<file path="src/rtl/arith_pipe_unit.sv">
// arith_pipe_unit: elastic add/sub/min/max pipeline with tag pass-through and saturating overflow counter.
// Define ARITH_PIPE_SAT_EN to clamp add/sub results on carry/borrow instead of wrapping.
module arith_pipe_unit #(
  parameter int W     = 10,
  parameter int DEPTH = 2,
  parameter int TAG_W = 4,
  parameter int CNT_W = 8
) (
  input  logic             clk,
  input  logic             rst_n,
  input  logic             in_valid,
  output logic             in_ready,
  input  logic [1:0]       op,
  input  logic [W-1:0]     a,
  input  logic [W-1:0]     b,
  input  logic [TAG_W-1:0] in_tag,
  output logic             out_valid,
  input  logic             out_ready,
  output logic [W-1:0]     y,
  output logic             ovf,
  output logic [TAG_W-1:0] out_tag,
  output logic [CNT_W-1:0] ovf_cnt,
  input  logic             clr_cnt
);
  logic [W:0]       sum, dif;
  logic [W-1:0]     sum_y, dif_y, res;
  logic             res_ovf;
  logic [DEPTH-1:0] v, o, adv, nv, no;
  logic [W-1:0]     ys [DEPTH];
  logic [W-1:0]     ny [DEPTH];
  logic [TAG_W-1:0] ts [DEPTH];
  logic [TAG_W-1:0] nt [DEPTH];

  assign sum = {1'b0, a} + {1'b0, b};
  assign dif = {1'b0, a} - {1'b0, b};
`ifdef ARITH_PIPE_SAT_EN
  assign sum_y = sum[W] ? '1 : sum[W-1:0];
  assign dif_y = dif[W] ? '0 : dif[W-1:0];
`else
  assign sum_y = sum[W-1:0];
  assign dif_y = dif[W-1:0];
`endif
  assign res = op == 2'b00 ? sum_y :
               op == 2'b01 ? dif_y :
               op == 2'b10 ? (b < a ? b : a) : (b > a ? b : a);
  assign res_ovf = op == 2'b00 ? sum[W] : op == 2'b01 ? dif[W] : 1'b0;

  // stage k may advance if any stage at or beyond k is empty, or the consumer takes the head
  always_comb begin
    adv = '0;
    for (int k = 0; k < DEPTH; k++)
      adv[k] = out_ready | ~&(v | DEPTH'((1 << k) - 1));
  end

  always_comb begin
    nv    = '0;
    no    = '0;
    nv[0] = in_valid;
    no[0] = res_ovf;
    ny[0] = res;
    nt[0] = in_tag;
    for (int k = 1; k < DEPTH; k++) begin
      nv[k] = v[k-1];
      no[k] = o[k-1];
      ny[k] = ys[k-1];
      nt[k] = ts[k-1];
    end
  end

  always_ff @(posedge clk or negedge rst_n)
    if (!rst_n) begin
      v <= '0;
      o <= '0;
      for (int k = 0; k < DEPTH; k++) begin
        ys[k] <= '0;
        ts[k] <= '0;
      end
    end else begin
      for (int k = 0; k < DEPTH; k++)
        if (adv[k]) begin
          v[k]  <= nv[k];
          o[k]  <= no[k];
          ys[k] <= ny[k];
          ts[k] <= nt[k];
        end
    end

  always_ff @(posedge clk or negedge rst_n)
    if (!rst_n) ovf_cnt <= '0;
    else if (clr_cnt) ovf_cnt <= '0;
    else if (out_valid && out_ready && ovf && ovf_cnt != '1) ovf_cnt <= ovf_cnt + 1'b1;

  assign in_ready  = adv[0];
  assign out_valid = v[DEPTH-1];
  assign ovf       = o[DEPTH-1];
  assign y         = ys[DEPTH-1];
  assign out_tag   = ts[DEPTH-1];
endmodule

</file>
<file path="config.mk">
export PLATFORM = sky130hd
export DESIGN_NAME = arith_pipe_unit
export DESIGN_NICKNAME = d
export VERILOG_FILES = /design/src/rtl/arith_pipe_unit.sv
export SDC_FILE = /design/constraint.sdc
export NUM_CORES = 1
export LEC_CHECK = 0
export CORE_MARGIN = 4
export CORE_UTILIZATION = 47
export DETAILED_ROUTE_END_ITERATION = 16
export PLACE_DENSITY_LB_ADDON = 0.1
export REMOVE_ABC_BUFFERS = 1
export SLEW_MARGIN = 20
export SYNTH_ARGS = -nofsm -noshare
export SYNTH_HDL_FRONTEND = slang
export SYNTH_SLANG_ARGS = --single-unit
</file>
<file path="constraint.sdc">
create_clock -name clk -period 1.85 [get_ports clk]
set_clock_uncertainty 0.2 [all_clocks]
set_input_delay 0.185 -clock clk [delete_from_list [all_inputs] [get_ports clk]]
set_output_delay 0.185 -clock clk [all_outputs]
set_load 0.03 [all_outputs]
</file>
# Yosys cells after proc, flatten, opt, wreduce, memory -nomap -nowiden
# Index checks and enable logic that the tools add are counted.
[totals] ram_bits=0 latchBits=0 reg_bits=40 output_inout_bits=25 in_bits=31 mem_count=0 elab_cells=36 mem_bits_ro=0
[op_classes] muxes=9 reduce_logical=8 n_addsub=3 n_mul=0 n_div=0 order_cmp=2 eq_ne=3 bitwise_logic=2 shift=0
[ops] cell="2-to-1 mux 10 bit" n=5
[ops] cell="2-to-1 mux 8 bit" n=2
[ops] cell="adder 10 x 10 -> 11 bit" n=1
[ops] cell="subtractor 10 x 10 -> 11 bit" n=1
[ops] cell="> comparator 10 bit" n=1
[ops] cell="less-than comparator 10 bit" n=1
[ops] cell="adder 8 x 1 -> 8 bit (second input constant)" n=1
[ops] cell="!= test 8 bit (second input constant)" n=1
[ops] cell="logical AND 1 bit" n=3
[ops] cell="equality test 2 x 1 -> 1 bit (second input constant)" n=1
[ops] cell="equality test 2 bit (second input constant)" n=1
[ops] cell="logical NOT 1 bit" n=2
[ops] cell="logical NOT 2 bit" n=1
[ops] cell="2-to-1 mux 1 bit" n=2
[ops] cell="bitwise OR 1 bit" n=2
[ops] cell="AND reduction 2 bit" n=1
[ops] cell="nonzero test 2 bit" n=1

# Depth between registers and ports, before layout
# Gate-level depths: netlist of the first run.
[logic_depth] word_depth=5 ltp_mapped=11 ltp_nobuf=10

# Worst setup path before layout of the first run
# Ideal clock, no wire load.
[synth_path] kind="in2reg" startpoint="input port b[4]" endpoint="register ys, in the netlist ny[6]" setup_ns=0.126 path_buffers=1 arrival_ns=2.235 path_stages=10 setup_slack_ns=-0.711 required_time_ns=1.524 cell_sequence="inv_1 > ha_1 > a211oi_2 > nor2_1 > or3_4 > a41oi_4 > mux2i_1 > buf_6 > mux2i_1 > a221o_1"
[synth_between] elab_chain_len=5 elab_cells_between_ends=9 classes_between="add/sub (2); order compare (2); mux (5)"
[synth_lines] element="from (decl)" line="15" source="input logic [W-1:0] b,"
[synth_lines] element="> comparator 10 bit or less-than comparator 10 bit (tied branches)" line="45" source="op == 2'b10 ? (b < a ? b : a) : (b > a ? b : a);"
[synth_lines] element="2-to-1 mux 10 bit (2 in a row)" line="45"
[synth_lines] element="2-to-1 mux 10 bit" line="44" source="op == 2'b01 ? dif_y :"
[synth_lines] element="2-to-1 mux 10 bit *" line="43" source="assign res = op == 2'b00 ? sum_y :"
[synth_lines] element="to (signal, indexed assignment)" line="83" source="ys[k] <= ny[k];"
[synth_lines] element="to (decl)" line="29" source="logic [W-1:0] ys [DEPTH];"
# Mark *: on every way between the ends. The rest lies on a longest branch, timed or not.
# A chain may end at the register's enable or synchronous reset.

# Final worst setup path of the first run
[layout_path] startpoint="input port b[4]" endpoint="register ys, in the netlist ny[3]"
[layout_between] elab_chain_len=5 elab_cells_between_ends=7 classes_between="order compare (2); mux (5)"
[layout_lines] element="> comparator 10 bit or less-than comparator 10 bit (tied branches)" line="45"
[layout_lines] element="2-to-1 mux 10 bit" line="45"
[layout_lines] element="2-to-1 mux 10 bit *" line="45"
[layout_lines] element="2-to-1 mux 10 bit *" line="44"
[layout_lines] element="2-to-1 mux 10 bit *" line="43"
# Marked as above.

==> run summary, run 1 <==
The layout net count came out at 485. The worst register-to-register path ends at ovf_cnt[7]. The number of global-route vias before repair is 2766.

The clock root buffer is clkbuf_8. The final critical-path required period is 2360 ps. The critical path buffer and inverter count is 3.

The area share of fa/ha/maj cells after synthesis is 0.111. In the final layout, the share of cells above drive strength 1 is 0.444. Of the available clock period, the critical path in the final layout requires 1.28. The area fraction in compound gates after synthesis was 0.181. The worst pin sits at a relative slew slack of 0.662. The register area share after synthesis is 0.365. The count of nets left with antenna violations after detail routing is 0.

The TritonCTS clock tree is yes. The area growth from synthesis to layout came out at 60.2%. The post-layout total power came out at 2.98 mW. The clock passes through at most 2 buffers.

The reported leakage power is 2.08 nW. In this run the most critical hold path is launched from a[5]. The category of the most critical setup path is in2reg.

The per-instance average area after synthesis is 9.44 um2. STA classifies the critical path startpoint as an input port. By area, the combinational part of the netlist is dominated by compound AO/OA/AOI/OAI gates.

The die covers 0.00711 mm2. The final weighted congestion of routability-driven global placement is 0.906. In this run the critical register-to-register path is launched from ovf_cnt[0]. The mux share of post-synthesis cell area is 0.103.

The share of async-settable or async-resettable flops after synthesis came out at 1.00. Synthesis produced 290 cells. On the critical path, the stage with the largest delay is an instance of or3_4.

The cell area reported after detailed placement is 0.00392 mm2. The number of endpoints failing setup at the final stage is 11. In the synthesized netlist the dominant register cell turns out to be dfrtp_1. The distinct cell type count of the synthesized netlist came out at 52. STA classifies the critical path endpoint as a flip-flop.

The maximum number of pins on one net before global-route repair is 41. After detailed routing, the number of remaining DRC violations is 0. Of the total synthesized cell area, the portion taken by XOR and XNOR cells is 0.0416. The maximum single-stage delay on the critical path came out at 350 ps.

The total count of max-transition violations in the final report came out at 0. The most critical setup path has its endpoint at ny[3]. Power spread over the standard cell area amounts to 679 mW/mm2.

In this run the worst setup path begins at b[4]. The aggregate negative setup slack is -4210 ps. Once detailed placement completed, the half-perimeter wirelength came to 5.69 mm. The overall die width is 84.3 um. The clock slew seen by the registers of the worst setup and hold paths is 80 ps. The count of pins on the block boundary came out at 56. The final design instance area without fill is 0.00439 mm2. The starting density of the core is 0.491. The residual overflow from global routing is 0. For the worst setup path, the data required time is 1830 ps. The quantity of I/O buffers inserted on ports is 55. The count of max-cap constraint violations is 0.

Of all nets on the critical path, the largest fanout is 4. Grouping stages by cell kind, the critical path spends the most delay in multiplexers. The wire length of the first global-routing pass came out at 12.9 mm. Clock tree synthesis found a total of 40 sinks. The final wirelength came out at 7.86 mm.

The number of synthesized flops with an enable pin came out at 0. The number of search-and-repair iterations in the first detailed-routing pass came out at 4. The worst hold path belongs to the class in2reg. The number of antenna violations at the first check in global routing is 0. The number of H-tree branching levels came out at 2. The number of antenna repair diodes is 0. The overall global routing resource usage is 0.222. The data arrival time of the critical path is 2350 ps. Of the total synthesized cell area, the portion taken by AND, OR, NAND and NOR gates is 0.149. For the pin with the worst max-slew slack, the measured transition is 507 ps. The number of placement rows came out at 27. The maximum vdd drop is 413 uV. The number of cells traversed by the worst register-to-register path is 6.

The maximum clock rate is 424 MHz. The clock latency on the worst-skew pair is 300 ps. The final design utilization came out at 0.787. The logic depth of the worst path, buffers included came out at 11. The post-layout worst setup margin came out at -511 ps. The synthesized flop and latch total is 40. The final reports fail on negative setup slack. The number of warnings reported in the yosys synthesis log came out at 0.

The setup slack of the most critical reg-to-reg path came out at 20 ps. The flow ran to the end, but the final reports show violations. The critical path goes through buf_6, inv_4, ha_4, a211oi_2, nor2_1, or3_4, a41oi_4, mux2i_2, buf_4, mux2_4, a2bb2oi_2. The TritonCTS buffer count came out at 5. The initial detailed-routing violation count came out at 166. The area of the core came out at 0.00557 mm2. The library cell used most frequently in the layout, excluding fill and tap cells, is buf_4. In the layout the commonest cells are buf_4, dfrtp_1, nand2_1. The count of endpoints failing hold in the final timing report is 0. Setup repair after global routing could not meet its margin everywhere. The netlist area before placement came out at 0.00274 mm2.

The vias after detailed routing is 2709. The die outline height is 84.3 um. Dividing the detail-routed via count by the number of cells gives 5.38. Dividing the detail-routed wire length by the instance count gives 15.6 um.
## routing by layer
| layer | share of wire | track usage | vias up | wire (um) |
|---|---|---|---|---|
| met2 | 0.51 | 0.390 | 67 | 3980 |
| met5 | 0 | 0 | - | 0 |
| li1 | - | - | 1307 | - |
| met4 | 0.020 | 0.0777 | 0 | 159 |
| met1 | 0.43 | 0.282 | 1322 | 3340 |
| met3 | 0.048 | 0.0285 | 13 | 374 |
## state kept, by name, indices dropped and copies added, names as in the netlist
register / cells
y: 10
ny: 10
out_tag: 4
v: 2
ovf_cnt: 8
nt: 4
o: 2
## what timing repair did
action	4_1_cts	5_1_grt
hold buffers	1	0
pin swaps	35	20
endpoints found under the setup margin	15	20
cloned	0	0
hold endpoints to repair	40	0
setup buffers	9	2
resized for setup	115	31
## stage by stage
stage | std cells | setup WS, ps | hold slack (ps)
5_1_grt | 504 | -578 | 45.0
6_report | 504 | -511 | 32.6
4_1_cts | 502 | -385 | 1.94
3_5_place_dp | 484 | -1410 | 72.0
3_3_place_gp | 484 | -1370 | 70.2
2_1_floorplan | 277 | -1260 | -311
## synthesized netlist by cell type (2+ instances only)
master | count | area share
nand2_1 | 35 | 0.048
o31ai_1 | 2 | 0.0055
clkbuf_1 | 5 | 0.0069
a211o_1 | 2 | 0.0064
xor2_1 | 9 | 0.029
nand3_1 | 7 | 0.013
buf_1 | 3 | 0.0041
o21ai_0 | 11 | 0.020
a2bb2oi_1 | 2 | 0.0064
mux2_2 | 16 | 0.066
nor2b_1 | 5 | 0.011
a221o_1 | 3 | 0.011
o21bai_1 | 3 | 0.0082
a211oi_1 | 3 | 0.0082
o22ai_1 | 3 | 0.0069
nand2b_1 | 4 | 0.0091
xnor2_1 | 4 | 0.013
fa_1 | 2 | 0.015
o311ai_0 | 2 | 0.0064
dfrtp_1 | 40 | 0.37
nor3_1 | 4 | 0.0073
or2_2 | 2 | 0.0046
a21oi_1 | 21 | 0.038
ha_1 | 21 | 0.096
nor2_1 | 21 | 0.029
buf_6 | 2 | 0.0082
nand4_1 | 4 | 0.0091
o211ai_1 | 2 | 0.0055
or3_1 | 2 | 0.0046
buf_2 | 3 | 0.0055
mux2i_1 | 9 | 0.033
inv_1 | 18 | 0.025
## final cells by class
class / count / area [um2]
clock buffers: 5 / 68.8
clock inverters: 3 / 18.8
fillers: 382 / 1190
inverters: 18 / 75.1
multi-input cells: 219 / 1880
flip-flops and latches: 40 / 1000
well taps: 72 / 90.1
repair buffers: 147 / 1250
## cells by family (layout without fill, tap and decap cells)
group,count (synthesis),after routing
AND/OR/NAND/NOR,89,89
buffers and inverters,31,173
adder cells (fa/ha/maj),23,23
AO/OA/AOI/OAI,68,68
XOR/XNOR,13,13
flip-flops,40,40
multiplexers,26,26
## worst min-delay path by stage
| stage | endpoint | slack (ps) | depth (start not counted) |
|---|---|---|---|
| 6_report | ny[5] | 30 | 3 |
| 4_1_cts | ny[5] | 2 | 3 |
| 3_3_place_gp | out_tag[0] | 70 | 2 |
| 2_1_floorplan | nt[0] | -310 | 0 |
| 3_5_place_dp | out_tag[0] | 70 | 2 |
| 5_1_grt | ny[5] | 50 | 3 |
## where the power goes
group / switching [mW] / total (mW) / leakage, nW / internal, mW
sequential: 0.0736 / 1.08 / 0.487 / 1.01
clock: 0.315 / 0.577 / 0.0479 / 0.263
combinational: 0.649 / 1.32 / 1.55 / 0.669
## tightest hold or removal path: stages
cell      delay (ps)
buf_2            150
nand3_2           80
o311ai_2          70
Power figures use the tool's default switching activity.
==> run 2: changes to the inputs <==
--- a/config.mk
+++ b/config.mk
@@ -5,12 +5,13 @@
 export SDC_FILE = /design/constraint.sdc
 export NUM_CORES = 1
 export LEC_CHECK = 0
+export CAP_MARGIN = 30
 export CORE_MARGIN = 4
 export CORE_UTILIZATION = 47
 export DETAILED_ROUTE_END_ITERATION = 16
 export PLACE_DENSITY_LB_ADDON = 0.1
+export RECOVER_POWER = 100
 export REMOVE_ABC_BUFFERS = 1
-export SLEW_MARGIN = 20
 export SYNTH_ARGS = -nofsm -noshare
 export SYNTH_HDL_FRONTEND = slang
 export SYNTH_SLANG_ARGS = --single-unit
==> run summary, run 2 (synthesis gave the netlist of run 1 again) <==
The run finished, with violations left. The checks that failed: negative setup slack. The final wirelength came out at 7.88 mm.

STA classifies the critical path startpoint as an input port. Across the run, the number of max-cap violations was 0. The biggest fanout along the worst timing path is 4.

The type of the tightest min-delay check is in2reg. The number of H-tree branching levels came out at 2. The post-detailed-route via-to-cell ratio came out at 5.39. The count of endpoints failing hold in the final timing report is 0. The analysis attributes to cell leakage a power of 1.97 nW.

For the finished layout, the period the worst path requires is 2360 ps. The first detailed-routing pass took 4 iterations. The detailed-placement wirelength estimate came out at 5.69 mm. The finished layout holds 504 standard cells, fillers aside. The clock latency on the worst-skew pair came out at 300 ps. The TritonCTS clock tree is yes.

The signal on the critical path passes through buf_6, inv_4, ha_4, a211oi_2, nor2_1, or3_4, a41oi_4, mux2i_2, buf_4, mux2_4, a2bb2oi_2. The maximum single-stage delay on the critical path came out at 350 ps. The wire length per cell after detailed routing is 15.6 um. Buffers placed on the I/O ports in this run total 55. Entering global routing, the biggest net connects 41 pins.

The die covers 0.00711 mm2. The vias after detailed routing came out at 2716. At the pin with the least slew margin, the transition time is 972 ps.

Once placement completed, the tool counted placed cells totaling 484. The relative slew slack came out at 0.352. In the final layout, the share of cells above drive strength 1 is 0.426. The wire length of the first global-routing pass came out at 12.9 mm. The die outline height came out at 84.3 um. The repair_antennas step left the layout with diodes totalling 0. For this design the ratio of total power to cell area is 681 mW/mm2. The TritonCTS buffer count came out at 5. Setup repair after global routing could not meet its margin everywhere. The overall global routing resource usage is 0.222. The post-layout worst setup margin came out at -510 ps.

The design draws 2.95 mW. The maximum clock rate came out at 424 MHz. CTS placed an instance of clkbuf_8 at the clock tree root.

The residual overflow from global routing came out at 0. Counting every sink on the clock net gives 40. In this run the count of I/O pins placed on the die edge is 56.

The largest individual stage delay along the critical path comes from the cell or3_4. The final weighted congestion of routability-driven global placement is 0.906. The layout net count is 485. The area of the core came out at 0.00557 mm2. The overall die width is 84.3 um. The worst setup path is captured at a flip-flop. The number of placement rows is 27. From synthesis to final layout, the design area changed by 57.8%. The number of global-route vias before repair came out at 2766. The critical path in this run is classified as in2reg. The initial utilization of the core area, before any placement, comes to 0.491. The number of endpoints failing setup at the final stage is 15. The data required time of the critical path came out at 1830 ps.

The aggregate negative setup slack came out at -4500 ps. After detailed routing, the number of remaining DRC violations is 0. The clock slew seen by the registers of the worst setup and hold paths came out at 80 ps. At the worst endpoint, the arrival time is 2340 ps. The count of nets left with antenna violations after detail routing is 0. The maximum vdd drop came out at 405 uV. The library cells used most frequently in the layout, excluding fill and tap cells, are buf_4, dfrtp_1, nand2_1. The initial detailed-routing violation count is 167. Leaving out fill and tap cells, the most frequent cell in the layout is buf_4. The period utilization came out at 1.28. The clock passes through at most 2 buffers. The number of antenna violations at the first check in global routing is 0. The total count of max-transition violations in the final report came out at 0.
-- run 2: layer usage --
metal / track usage / share of wire / up-vias / routed length [um]
met4: 0.0777 / 0.018 / 0 / 140
met2: 0.390 / 0.51 / 69 / 3990
met3: 0.0285 / 0.043 / 11 / 339
met1: 0.282 / 0.43 / 1324 / 3410
met5: 0 / 0 / - / 0
li1: - / - / 1312 / -
-- run 2: final timing paths --
path	cells past startpoint	slack, ps	from	to
max	11	-510	b[4]	ny[3]
min	3	30	a[5]	ny[5]
max reg2reg	8	-60	ovf_cnt[0]	ovf_cnt[6]
min reg2reg	2	270	nt[3]	nt[3]
max in group asynchronous	3	390	rst_n	y[9]
min in group asynchronous	3	450	rst_n	ny[4]
-- run 2: what timing repair did --
action                     4_1_cts  5_1_grt
setup endpoints to repair       15       20
hold buffers                     1        0
setup buffers                    9        2
cloned                           0        0
hold endpoints to repair        40        0
resized for setup              115       31
pin swaps                       35       20
-- run 2: area by class of cell --
| cell class | count | area, um2 |
|---|---|---|
| flip-flops and latches | 40 | 1000 |
| clock inverters | 3 | 18.8 |
| repair buffers | 147 | 1190 |
| well taps | 72 | 90.1 |
| fillers | 396 | 1250 |
| multi-input cells | 219 | 1870 |
| inverters | 18 | 75.1 |
| clock buffers | 5 | 68.8 |
-- run 2: report_power, final --
part / internal, mW / switching (mW) / total (mW)
logic: 0.636 / 0.649 / 1.28
registers: 1.01 / 0.0704 / 1.08
clock network: 0.263 / 0.317 / 0.580
total: 1.91 / 1.04 / 2.95
-- run 2: worst max-delay path, delay by kind of cell --
family	cells	cell delay, ps
fa+ha+maj	1	210
compound gates	3	550
mux	2	620
buf+inv	3	320
simple gates	2	450
-- run 2: stage by stage --
step            util  setup WS [ps]  hold slack [ps]  cell area [um2]
6_report       0.776           -510             30.9             4320
5_1_grt        0.776           -578             45.0             4320
4_1_cts        0.766           -385             1.94             4270
3_5_place_dp   0.703          -1410             72.0             3920
3_3_place_gp   0.703          -1370             70.2             3920
2_1_floorplan      -          -1260             -311             2670
